File: src/rtl/simd_pkg.sv
// rtl/simd_pkg.sv - shared op codes, lane slicing and saturation bounds for the SIMD add/sub pipe
package simd_pkg;

  typedef enum logic [1:0] {
    OP_ADD  = 2'b00,
    OP_SUB  = 2'b01,
    OP_ACC  = 2'b10,
    OP_LOAD = 2'b11
  } op_e;

  // Widest packed vector and widest lane the unit is ever built with.
  localparam int MAX_VEC_W  = 48;
  localparam int MAX_LANE_W = 24;

  // Lane i of a vector left-aligned in MAX_VEC_W bits, lane 0 in the MSBs.
  function automatic logic [MAX_LANE_W-1:0] lane_slice(input logic [MAX_VEC_W-1:0] vec,
                                                       input int i, input int W);
    logic [MAX_VEC_W-1:0] t;
    t = vec << (i * W);
    t = t >> (MAX_VEC_W - W);
    return t[MAX_LANE_W-1:0];
  endfunction

  // Largest positive two's-complement value of a W-bit lane (0111..1).
  function automatic logic [MAX_LANE_W-1:0] sat_hi(input int W);
    logic [MAX_LANE_W-1:0] v;
    v = '0;
    for (int k = 0; k < W - 1; k++) v[k] = 1'b1;
    return v;
  endfunction

  // Most negative two's-complement value of a W-bit lane (1000..0).
  function automatic logic [MAX_LANE_W-1:0] sat_lo(input int W);
    logic [MAX_LANE_W-1:0] v;
    v = '0;
    v[W-1] = 1'b1;
    return v;
  endfunction

endpackage

File: src/rtl/simd_lane_alu.sv
// rtl/simd_lane_alu.sv - one combinational lane: add/sub/acc/load with overflow flag and optional clamp
module simd_lane_alu import simd_pkg::*; #(
  parameter int LANE_W = 12
) (
  input  logic [LANE_W-1:0] a_i,
  input  logic [LANE_W-1:0] b_i,
  input  logic [LANE_W-1:0] acc_i,
  input  op_e               op,
  input  logic              sat_en,
  output logic [LANE_W-1:0] result_i,
  output logic              ovf_i
);

  localparam logic [LANE_W-1:0] SAT_HI = LANE_W'(sat_hi(LANE_W));
  localparam logic [LANE_W-1:0] SAT_LO = LANE_W'(sat_lo(LANE_W));

  // One guard bit is enough: the sum or difference of two W-bit values fits in W+1 bits.
  logic signed [LANE_W:0] a_x, b_x, acc_x, r;

  assign a_x   = {a_i[LANE_W-1], a_i};
  assign b_x   = {b_i[LANE_W-1], b_i};
  assign acc_x = {acc_i[LANE_W-1], acc_i};

  // Raw lane result in W+1-bit signed arithmetic.
  always_comb begin
    r = a_x;
    case (op)
      OP_ADD:  r = a_x + b_x;
      OP_SUB:  r = a_x - b_x;
      OP_ACC:  r = acc_x + a_x;
      OP_LOAD: r = a_x;
      default: r = a_x;
    endcase
  end

  // Out of range exactly when the guard bit disagrees with the lane sign bit; the guard bit is the true sign.
  always_comb begin
    ovf_i    = r[LANE_W] ^ r[LANE_W-1];
    result_i = r[LANE_W-1:0];
    if (ovf_i && sat_en) begin
      result_i = r[LANE_W] ? SAT_LO : SAT_HI;
    end
  end

endmodule

File: src/rtl/simd_addsub_pipe.sv
// rtl/simd_addsub_pipe.sv - parametrised pipelined SIMD add/sub/accumulate unit with clock-enable stall
module simd_addsub_pipe import simd_pkg::*; #(
  parameter int LANES  = 4,
  parameter int LANE_W = 12,
  parameter int STAGES = 2
) (
  input  logic                    clk,
  input  logic                    rst,
  input  logic                    ce,
  input  logic                    in_valid,
  input  logic [1:0]              op,
  input  logic                    sat_en,
  input  logic [LANES*LANE_W-1:0] a,
  input  logic [LANES*LANE_W-1:0] b,
  output logic                    out_valid,
  output logic [LANES*LANE_W-1:0] ap_return,
  output logic [LANES-1:0]        ovf
);

  localparam int DW = LANES * LANE_W;

  // Stage 1: registered inputs.
  logic          v1_q;
  op_e           op1_q;
  logic          sat1_q;
  logic [DW-1:0] a1_q, b1_q;

  // Stage 2..STAGES: result, flags and valid; index STAGES drives the outputs.
  logic          vld_q [2:STAGES];
  logic [DW-1:0] res_q [2:STAGES];
  logic [LANES-1:0] ovf_q [2:STAGES];

  logic [LANE_W-1:0] acc_q    [LANES];
  logic [LANE_W-1:0] lane_res [LANES];
  logic              lane_ovf [LANES];

  logic [DW-1:0]        res_d;
  logic [LANES-1:0]     ovf_d;
  logic [MAX_VEC_W-1:0] a_al, b_al;
  logic                 acc_we;

  // Capture the input beat on every enabled cycle; reset empties the stage.
  always_ff @(posedge clk) begin
    if (rst) begin
      v1_q   <= 1'b0;
      op1_q  <= OP_ADD;
      sat1_q <= 1'b0;
      a1_q   <= '0;
      b1_q   <= '0;
    end else if (ce) begin
      v1_q   <= in_valid;
      op1_q  <= op_e'(op);
      sat1_q <= sat_en;
      a1_q   <= a;
      b1_q   <= b;
    end
  end

  // Left-align the operands so lane_slice can address lanes MSB-first for any LANES*LANE_W.
  assign a_al = MAX_VEC_W'(a1_q) << (MAX_VEC_W - DW);
  assign b_al = MAX_VEC_W'(b1_q) << (MAX_VEC_W - DW);

  for (genvar i = 0; i < LANES; i++) begin : g_lane
    logic [LANE_W-1:0] a_l, b_l;

    assign a_l = LANE_W'(lane_slice(a_al, i, LANE_W));
    assign b_l = LANE_W'(lane_slice(b_al, i, LANE_W));

    simd_lane_alu #(.LANE_W(LANE_W)) u_alu (
      .a_i      (a_l),
      .b_i      (b_l),
      .acc_i    (acc_q[i]),
      .op       (op1_q),
      .sat_en   (sat1_q),
      .result_i (lane_res[i]),
      .ovf_i    (lane_ovf[i])
    );

    assign res_d[(LANES-1-i)*LANE_W +: LANE_W] = lane_res[i];
    assign ovf_d[LANES-1-i]                    = lane_ovf[i];
  end

  // Only valid ACC/LOAD beats touch the accumulators; ADD/SUB and bubbles leave them alone.
  assign acc_we = v1_q && ((op1_q == OP_ACC) || (op1_q == OP_LOAD));

  // Accumulators take the final lane result in the same edge that registers it, so back-to-back ACC needs no bubble.
  always_ff @(posedge clk) begin
    if (rst) begin
      for (int k = 0; k < LANES; k++) acc_q[k] <= '0;
    end else if (ce && acc_we) begin
      for (int k = 0; k < LANES; k++) acc_q[k] <= lane_res[k];
    end
  end

  // Compute register followed by pure delay stages, all frozen together when ce is low.
  always_ff @(posedge clk) begin
    if (rst) begin
      for (int k = 2; k <= STAGES; k++) begin
        vld_q[k] <= 1'b0;
        res_q[k] <= '0;
        ovf_q[k] <= '0;
      end
    end else if (ce) begin
      vld_q[2] <= v1_q;
      res_q[2] <= res_d;
      ovf_q[2] <= ovf_d;
      for (int k = 3; k <= STAGES; k++) begin
        vld_q[k] <= vld_q[k-1];
        res_q[k] <= res_q[k-1];
        ovf_q[k] <= ovf_q[k-1];
      end
    end
  end

  assign out_valid = vld_q[STAGES];
  assign ap_return = res_q[STAGES];
  assign ovf       = ovf_q[STAGES];

endmodule

File: config.mk
export PLATFORM = sky130hd
export DESIGN_NAME = simd_addsub_pipe
export DESIGN_NICKNAME = d
export VERILOG_FILES = /design/src/rtl/simd_pkg.sv /design/src/rtl/simd_lane_alu.sv /design/src/rtl/simd_addsub_pipe.sv
export SDC_FILE = /design/constraint.sdc
export NUM_CORES = 1
export LEC_CHECK = 0
export ABC_AREA = 0
export CORE_ASPECT_RATIO = 1.5
export CORE_MARGIN = 1.5
export CORE_UTILIZATION = 58
export CTS_BUF_LIST = sky130_fd_sc_hd__clkbuf_4 sky130_fd_sc_hd__clkbuf_8
export CTS_CLUSTER_SIZE = 12
export DETAILED_ROUTE_END_ITERATION = 16
export PLACE_DENSITY = 0.85
export SETUP_SLACK_MARGIN = 0.5
export SLEW_MARGIN = 25
export SYNTH_ARGS = -nofsm -noshare
export SYNTH_HDL_FRONTEND = slang
export SYNTH_HIERARCHICAL = 1
export SYNTH_SLANG_ARGS = --single-unit
export TNS_END_PERCENT = 5
File: constraint.sdc
create_clock -name clk -period 8.95 [get_ports clk]
set_clock_uncertainty 0.2 [all_clocks]
set_input_delay 1.3425 -clock clk [delete_from_list [all_inputs] [get_ports clk]]
set_output_delay 1.3425 -clock clk [all_outputs]
set_load 0.05 [all_outputs]
**Word-level counts from Yosys, hierarchy flattened**

Memories as Yosys holds them, arrays and structs flattened.
Index checks and enable logic that the tools add are counted.

- Eq/ne operators: 3
- Reductions and logical operators: 8
- Mux-type cells: 27
- Bitwise operators: 11
- Add/sub/neg operators: 12

Operators by type and width:

| operator | count |
|---|---|
| $pmux W13 S4 | 4 |
| $mux W12 | 12 |
| $add A12 B12 Y13 | 8 |
| $sub A12 B12 Y13 | 4 |
| $mux W48 | 1 |
| $mux W1 | 9 |
| $or A1 B1 Y1 | 7 |
| $logic_and A1 B1 Y1 | 6 |
| $eq A2 B2 Y1 const B | 2 |
| $mux W4 | 1 |
| $xor A1 B1 Y1 | 4 |
| $eq A2 B1 Y1 const B | 1 |
| $logic_not A2 Y1 | 1 |
| $logic_or A1 B1 Y1 | 1 |

- Bits of input ports: 103
- Register bits: 100
- Memory bits (writable): 101
- Memories: 4

Memory list:

| memory | depth | width | read ports | clocked after Yosys merged registers in | write ports | RTL line | RTL |
|---|---|---|---|---|---|---|---|
| acc_q | 4 | 12 | 4 | 0 | 4 | simd_addsub_pipe.sv:33 | `logic [LANE_W-1:0] acc_q [LANES];` |
| res_q | 1 | 48 | 1 | 0 | 1 | simd_addsub_pipe.sv:30 | `logic [DW-1:0] res_q [2:STAGES];` |
| ovf_q | 1 | 4 | 1 | 0 | 1 | simd_addsub_pipe.sv:31 | `logic [LANES-1:0] ovf_q [2:STAGES];` |
| vld_q | 1 | 1 | 1 | 0 | 1 | simd_addsub_pipe.sv:29 | `logic vld_q [2:STAGES];` |

**Logic depth before layout (Yosys ltp)**

Gate-level depths: netlist of the first run.

- Depth in word-level cells: 8
- Gate-level depth with buffers: 18
- Depth with buffers taken out: 16

**Hierarchy**

The synthesis of the first run kept the hierarchy.

Modules (own cells, without submodules):

| module | instances | cells an instance | sequential area each (sq um) | area each (sq um) |
|---|---|---|---|---|
| simd_addsub_pipe | 1 | 539 | 5,034.8 | 7,289.5 |
| simd_lane_alu at g_lane[2].u_alu | 1 | 248 | 0.0 | 1,681.6 |
| simd_lane_alu at g_lane[1].u_alu | 1 | 227 | 0.0 | 1,472.7 |
| simd_lane_alu at g_lane[3].u_alu | 1 | 221 | 0.0 | 1,461.4 |
| simd_lane_alu at g_lane[0].u_alu | 1 | 228 | 0.0 | 1,460.2 |

**Worst setup path after synthesis of the first run**

No wires, ideal clock.

- Kind: register to register
- Start: register b1_q[26]
- End: memory acc_q[1][9], data pin
- Setup time: 0.255 ns
- Data required time: 8.495 ns
- Cell stages (with the launch flop): 16
- Period minus slack after synthesis: 4.654 ns
- Data arrival time: 4.200 ns
- Slack: 4.296 ns
- Buffers on the path: 0
- Path through: dfxtp_1 > or3_1 > or3_1 > or3_1 > or3_1 > a32oi_1 > o21ai_1 > ha_1 > a21o_1 > a31o_1 > a221o_1 > or4_4 > a21o_4 > a41oi_1 > a21oi_1 > and2_1

RTL lines:

| element | RTL line | RTL |
|---|---|---|
| start: declaration | simd_addsub_pipe.sv:26 | `logic [DW-1:0] a1_q, b1_q;` |
| start signal: assignment | simd_addsub_pipe.sv:49 | `b1_q <= '0;` |
| start signal: assignment | simd_addsub_pipe.sv:55 | `b1_q <= b;` |
| end: declaration | simd_addsub_pipe.sv:33 |  |

==> flow_metrics.env, run 1 <==
export IMPL_run_status="completed"
export IMPL_ys_seq_area_share_pct=37.67
export IMPL_ctsHoldBuffers=0
export IMPL_critPathMaxFanout=14
export IMPL_yosysWarnings=6
export IMPL_die_w_um=126.9
export IMPL_antenna_found_initial=0
export IMPL_hold_path_depth=2
export IMPL_place_hpwl_um=26810
export IMPL_startpoint_type="register"
export IMPL_synth_edf_count=101
export IMPL_final_max_slew_viol_count=0
export IMPL_cts_resized=0
export IMPL_drc_errors=0
export IMPL_drive_above_1_share_pct=7.014
export IMPL_layout_nets=1770
export IMPL_min_period_ns=5.411
export IMPL_r2r_end="res_q[2][7]"
export IMPL_min_delay_start="a1_q[38]"
export IMPL_setup_ws_ns=3.539
export IMPL_synth_seq_cells=201
export IMPL_gr_usage_met3_pct=3.815
export IMPL_cts_buffers=31
export IMPL_via_per_inst=6.229
export IMPL_drt_total_wl_um=36620
export IMPL_synth_area_per_cell_sq_um=9.136
export IMPL_rows=67
export IMPL_placedInstanceArea_sq_um=14910
export IMPL_slowest_stage="dfxtp_1"
export IMPL_design_area_sq_um=15580
export IMPL_drt_initial_drc_count=869
export IMPL_cpPeakStageDelay_ns=0.65
export IMPL_grt_max_degree=88
export IMPL_required_ns=9.10
export IMPL_initial_core_util_pct=59.49
export IMPL_area_growth_pct=16.60
export IMPL_vias=11750
export IMPL_holdWs_ns=0.3404
export IMPL_cp_num_buf_inv=1
export IMPL_fmax_mhz=184.8
export IMPL_numPortBuffers=155
export IMPL_clock_latency_ns=0.59
export IMPL_worstPathArrival_ns=5.56
export IMPL_async_flop_share_pct=0
export IMPL_pin_count=156
export IMPL_num_antenna_cells=0
export IMPL_synth_area_leaders="edfxtp_1 23%, dfxtp_1 15%, mux2i_1 8.2%, ha_1 7.1%, and2_1 5.3%"
export IMPL_place_gp_congestion=1.006
export IMPL_grt_pass1_wl_um=57700
export IMPL_synth_ff_type="edfxtp_1"
export IMPL_grt_util_met2_pct=53.60
export IMPL_finalCritPeriodShare_pct=60.45
export IMPL_rsz0062_at_grt="false"
export IMPL_synth_top_area_cell="edfxtp_1"
export IMPL_dr_pass1_iters=6
export IMPL_h_tree_depth=1
export IMPL_crit_path_cell_trace="ha_1 -> inv_1 -> nor4_1 -> and3_1 -> o21ai_0 -> o21ai_0 -> ha_1 -> a21oi_1 -> o21ai_0 -> or3_1 -> o211ai_1 -> o21ai_1 -> a211oi_4 -> o21ai_1 -> and2_1"
export IMPL_rr_worst_depth=15
export IMPL_post_place_cells=1830
export IMPL_cts_tree="built"
export IMPL_crit_family="compound AO/OA/AOI/OAI gates"
export IMPL_synthesis_area_sq_um=13370
export IMPL_grt_pass1_vias=11190
export IMPL_min_to="a1_q[38]"
export IMPL_synth_most_common_cell="nor2_1"
export IMPL_p_leak_nw=6.410
export IMPL_slew_headroom_pct=29.48
export IMPL_synth_common_cells="171 x nor2_1, 113 x and2_1, 110 x mux2i_1, 101 x edfxtp_1, 100 x dfxtp_1"
export IMPL_cts_path_max_buffers=3
export IMPL_fill_cells=1775
export IMPL_yosysTopAreaCellShare_pct=22.69
export IMPL_critPathMostFrequentCell="o21ai_0"
export IMPL_hold_path_class="register to register"
export IMPL_routedWlPerCell_um=19.41
export IMPL_rrSetupSlack_ns=3.54
export IMPL_synth_cells=1463
export IMPL_pre_cts_ws_ns=3.707
export IMPL_cts_root_buf="clkbuf_8"
export IMPL_finalSetupViolations=0
export IMPL_cts_setup_buffers=0
export IMPL_grt_overflow_total=0
export IMPL_met1_usage_pct=34.45
export IMPL_path_clk_slew_ns=0.07
export IMPL_cap_violations=0
export IMPL_fin_cells=1887
export IMPL_tns_ns=0
export IMPL_grt_use_total_pct=30.10
export IMPL_timing_hold_violations_final=0
export IMPL_synth_cell_type_count=93
export IMPL_die_area_sq_um=23980
export IMPL_antenna_left=0
export IMPL_tightest_slew_ns=1.058
export IMPL_ir_worst_vdd_mv=0.1931
export IMPL_syn_nets=1646
export IMPL_setup_worst_path_class="register to register"
export IMPL_fp_dieH_um=188.9
export IMPL_crit_path_end_kind="register"
export IMPL_r2r_start="op1_q[0]"
export IMPL_power_density_nw_per_um2=166.1
export IMPL_coreArea_sq_um=22470
export IMPL_clock_sinks=201
export IMPL_grt_busiest_layer="met2"
## flip-flops by register name, indices dropped and copies added (netlist names)
signal and count:
op1_q 2, acc_q 48, sat1_q 1, res_q 48, ovf_q 4, b1_q 48, a1_q 48, vld_q 1
v1_q 1
## worst max-delay path by stage
stage / start / to / depth (start not counted)
global route: op1_q[0] / acc_q[3][7] / 15
global placement: op1_q[0] / acc_q[2][3] / 13
CTS: op1_q[0] / res_q[2][7] / 15
floorplan: b1_q[26] / acc_q[1][9] / 15
finish: op1_q[0] / res_q[2][7] / 15
detailed placement: op1_q[0] / res_q[2][7] / 15
## placed cells by master (no fill, tap or decap), types with 11 or more instances in the layout
cell type	instances
o21ai_1	13
a32oi_1	21
inv_1	71
xnor2_1	19
ha_1	76
clkbuf_8	41
and2_1	113
a31oi_1	16
xor2_1	15
nor3_1	25
dfxtp_1	100
mux2i_1	110
edfxtp_1	101
nor2_1	171
nand4_1	11
nor2b_1	11
a21oi_1	91
and3_1	13
o21ai_0	77
o31a_1	14
a21o_1	19
nand3_1	12
nand2_1	92
o22ai_1	27
clkdlybuf4s50_1	153
## power by group
part	leakage (nW)	internal [mW]	switching (mW)
logic	4.14	0.272	0.410
clock network	0.365	0.447	0.374
registers	1.91	1.03	0.0566
## area by class of cell
type                    instances  area, sq um  area share [%]
clock buffers                  50        631.9           4.055
well taps                     276        345.3           2.216
multi-input cells            1114         7639           49.02
repair buffers                163         1610           10.33
flip-flops and latches        201         5035           32.31
inverters                      76        285.3           1.831
clock inverters                 7        37.54          0.2409
## metrics by stage
stage / util [%] / power (mW)
after floorplan: - / 1.564
after global placement: 66.38 / 1.758
after detailed placement: 66.38 / 1.773
after CTS: 69.36 / 2.591
after global routing: 69.36 / 2.693
final: 69.36 / 2.588
## worst min-delay path, cell delays in order, from the launching register on
cell and delay (ns):
dfxtp_1 0.33, mux2i_1 0.12, nor2_1 0.05
## layer usage
| layer | vias to the layer above | wire [um] |
|---|---|---|
| met5 | - | 0 |
| met4 | 0 | 2231 |
| met3 | 140 | 2148 |
| met2 | 546 | 18210 |
| met1 | 5513 | 14030 |
| li1 | 5555 | - |
## cells by family (layout without fill, tap and decap cells)
| kind of cell | after synthesis | in the layout | share of synthesized area [%] |
|---|---|---|---|
| buf+inv | 148 | 296 | 5.186 |
| fa+ha+maj | 80 | 80 | 7.714 |
| compound gates | 384 | 384 | 19.35 |
| xor+xnor | 35 | 35 | 2.434 |
| mux | 111 | 111 | 8.350 |
| flops | 201 | 201 | 37.67 |
| simple gates | 504 | 504 | 19.29 |
No activity file was read; power rests on OpenSTA's default activity.
==> inputs of run 2 (changes only) <==
- CORE_UTILIZATION: 58 -> 53
- PLACE_DENSITY: 0.85 -> 0.82
- clock period: 8.95 -> 4.9 ns (I/O delays scaled with it)
==> flow_metrics.env, run 2 (synthesis gave the netlist of run 1 again) <==
export IMPL_run_status="completed"
export IMPL_die_area_sq_um=26200
export IMPL_grt_use_total_pct=27.40
export IMPL_coreArea_sq_um=24960
export IMPL_grt_pass1_vias=11330
export IMPL_antenna_left=0
export IMPL_vias=11860
export IMPL_grt_pass1_wl_um=57430
export IMPL_worstPathArrival_ns=4.82
export IMPL_dr_pass1_iters=5
export IMPL_antenna_found_initial=0
export IMPL_cap_violations=0
export IMPL_swShare_pct=31.99
export IMPL_fp_dieH_um=197.5
export IMPL_setup_worst_path_class="register to register"
export IMPL_place_hpwl_um=26410
export IMPL_startpoint_type="register"
export IMPL_hold_path_depth=2
export IMPL_die_w_um=132.7
export IMPL_path_clk_slew_ns=0.06
export IMPL_required_ns=5.05
export IMPL_tightest_slew_ns=0.9621
export IMPL_layout_nets=1814
export IMPL_cts_buffers=31
export IMPL_p_sw_mw=1.588
export IMPL_post_place_cells=1909
export IMPL_h_tree_depth=1
export IMPL_p_leak_nw=6.695
export IMPL_slew_headroom_pct=35.86
export IMPL_crit_path_end_kind="register"
export IMPL_place_gp_congestion=0.9477
export IMPL_grt_overflow_total=0
export IMPL_setup_ws_ns=0.2243
export IMPL_min_period_ns=4.676
export IMPL_power_density_nw_per_um2=304.6
export IMPL_timing_hold_violations_final=0
export IMPL_pre_cts_ws_ns=0.1060
export IMPL_drt_initial_drc_count=751
export IMPL_cts_tree="built"
export IMPL_ir_worst_vdd_mv=0.2361
export IMPL_tns_ns=0
export IMPL_routedWlPerCell_um=19.02
export IMPL_cts_root_buf="clkbuf_8"
export IMPL_rows=71
export IMPL_fmax_mhz=213.9
export IMPL_final_max_slew_viol_count=0
export IMPL_drc_errors=0
export IMPL_num_antenna_cells=0
export IMPL_ctsHoldBuffers=0
export IMPL_internal_power_mw=3.375
export IMPL_layout_commonest_cell="nor2_1"
export IMPL_rsz0062_at_grt="true"
export IMPL_initial_core_util_pct=53.54
export IMPL_clock_latency_ns=0.60
export IMPL_finalCritPeriodShare_pct=95.42
export IMPL_comb_power_share_pct=27.1
export IMPL_numPortBuffers=155
export IMPL_cts_path_max_buffers=3
export IMPL_regArea_sq_um=5049
export IMPL_area_growth_pct=21.91
export IMPL_grt_max_degree=56
export IMPL_critPathMaxFanout=5
export IMPL_seqPwrFrac_pct=39.9
export IMPL_power_mw=4.962
export IMPL_drive_above_1_share_pct=11.90
export IMPL_via_per_inst=5.979
export IMPL_most_common_layout_cells="169 x nor2_1, 153 x clkdlybuf4s50_1, 112 x and2_1, 110 x mux2i_1, 101 x edfxtp_1"
export IMPL_clkPwrFrac_pct=33.1
export IMPL_fin_cells=1983
export IMPL_hold_path_class="register to register"
export IMPL_drt_total_wl_um=37710
export IMPL_rr_worst_depth=15
export IMPL_clock_sinks=201
export IMPL_pin_count=156
export IMPL_multi_input_area_sq_um=7843
export IMPL_fill_cells=2005
export IMPL_finalSetupViolations=0
run 2: layout make-up:
type	count	area share, %
Timing Repair Buffer	207	12.17
Tap cell	328	2.519
Clock buffer	44	3.371
Inverter	76	1.766
Clock inverter	13	1.052
Sequential cell	201	30.99
Multi-Input combinational cell	1114	48.13
run 2: worst paths after layout:
check                 end  startpoint  slack [ns]
max          res_q[2][33]    b1_q[26]        0.22
min              a1_q[43]    a1_q[43]        0.34
max reg2reg  res_q[2][33]    b1_q[26]        0.22
min reg2reg      a1_q[43]    a1_q[43]        0.34
run 2: power by group through the flow:
stage,logic [mW],clock network (mW),registers (mW)
2_1_floorplan,0.745,0,2.12
3_5_place_dp,1.26,0,2.01
5_1_grt,1.44,1.74,1.99
3_3_place_gp,1.24,0,2.01
6_report,1.34,1.64,1.98
4_1_cts,1.28,1.67,1.98
run 2: timing repair:
action	in CTS	in global routing
setup endpoints to repair	95	99
pin swaps	4	15
setup buffers	6	10
gates resized for setup	14	39
gates cloned	0	1
run 2: worst max-delay path, stage by stage (launching register included):
cell,delay (ns)
dfxtp_2,0.34
or3_4,0.39
or3_4,0.35
or3_4,0.34
or3_4,0.36
a32oi_2,0.19
o21ai_2,0.09
ha_1,0.32
a21o_1,0.16
a31o_1,0.21
a221o_1,0.34
or4_4,0.46
a21o_4,0.28
a41oi_2,0.19
a21oi_1,0.06
and2_1,0.15
run 2: through the flow:
step	instance area, sq um	hold WS [ns]	util, %
after global routing	16290	0.3753	65.27
after detailed placement	15220	0.3277	60.98
after CTS	16040	0.3441	64.25
final	16290	0.3376	65.27
after global placement	15220	0.3113	60.98
after floorplan	13390	0.2764	-
run 2: metal layers:
| layer | wire [um] | track usage (%) | vias up |
|---|---|---|---|
| li1 | - | - | 5657 |
| met1 | 15020 | 31.52 | 5608 |
| met2 | 18810 | 49.58 | 472 |
| met3 | 1918 | 3.259 | 119 |
| met4 | 1962 | 14.69 | 0 |
| met5 | 0 | 0 | - |
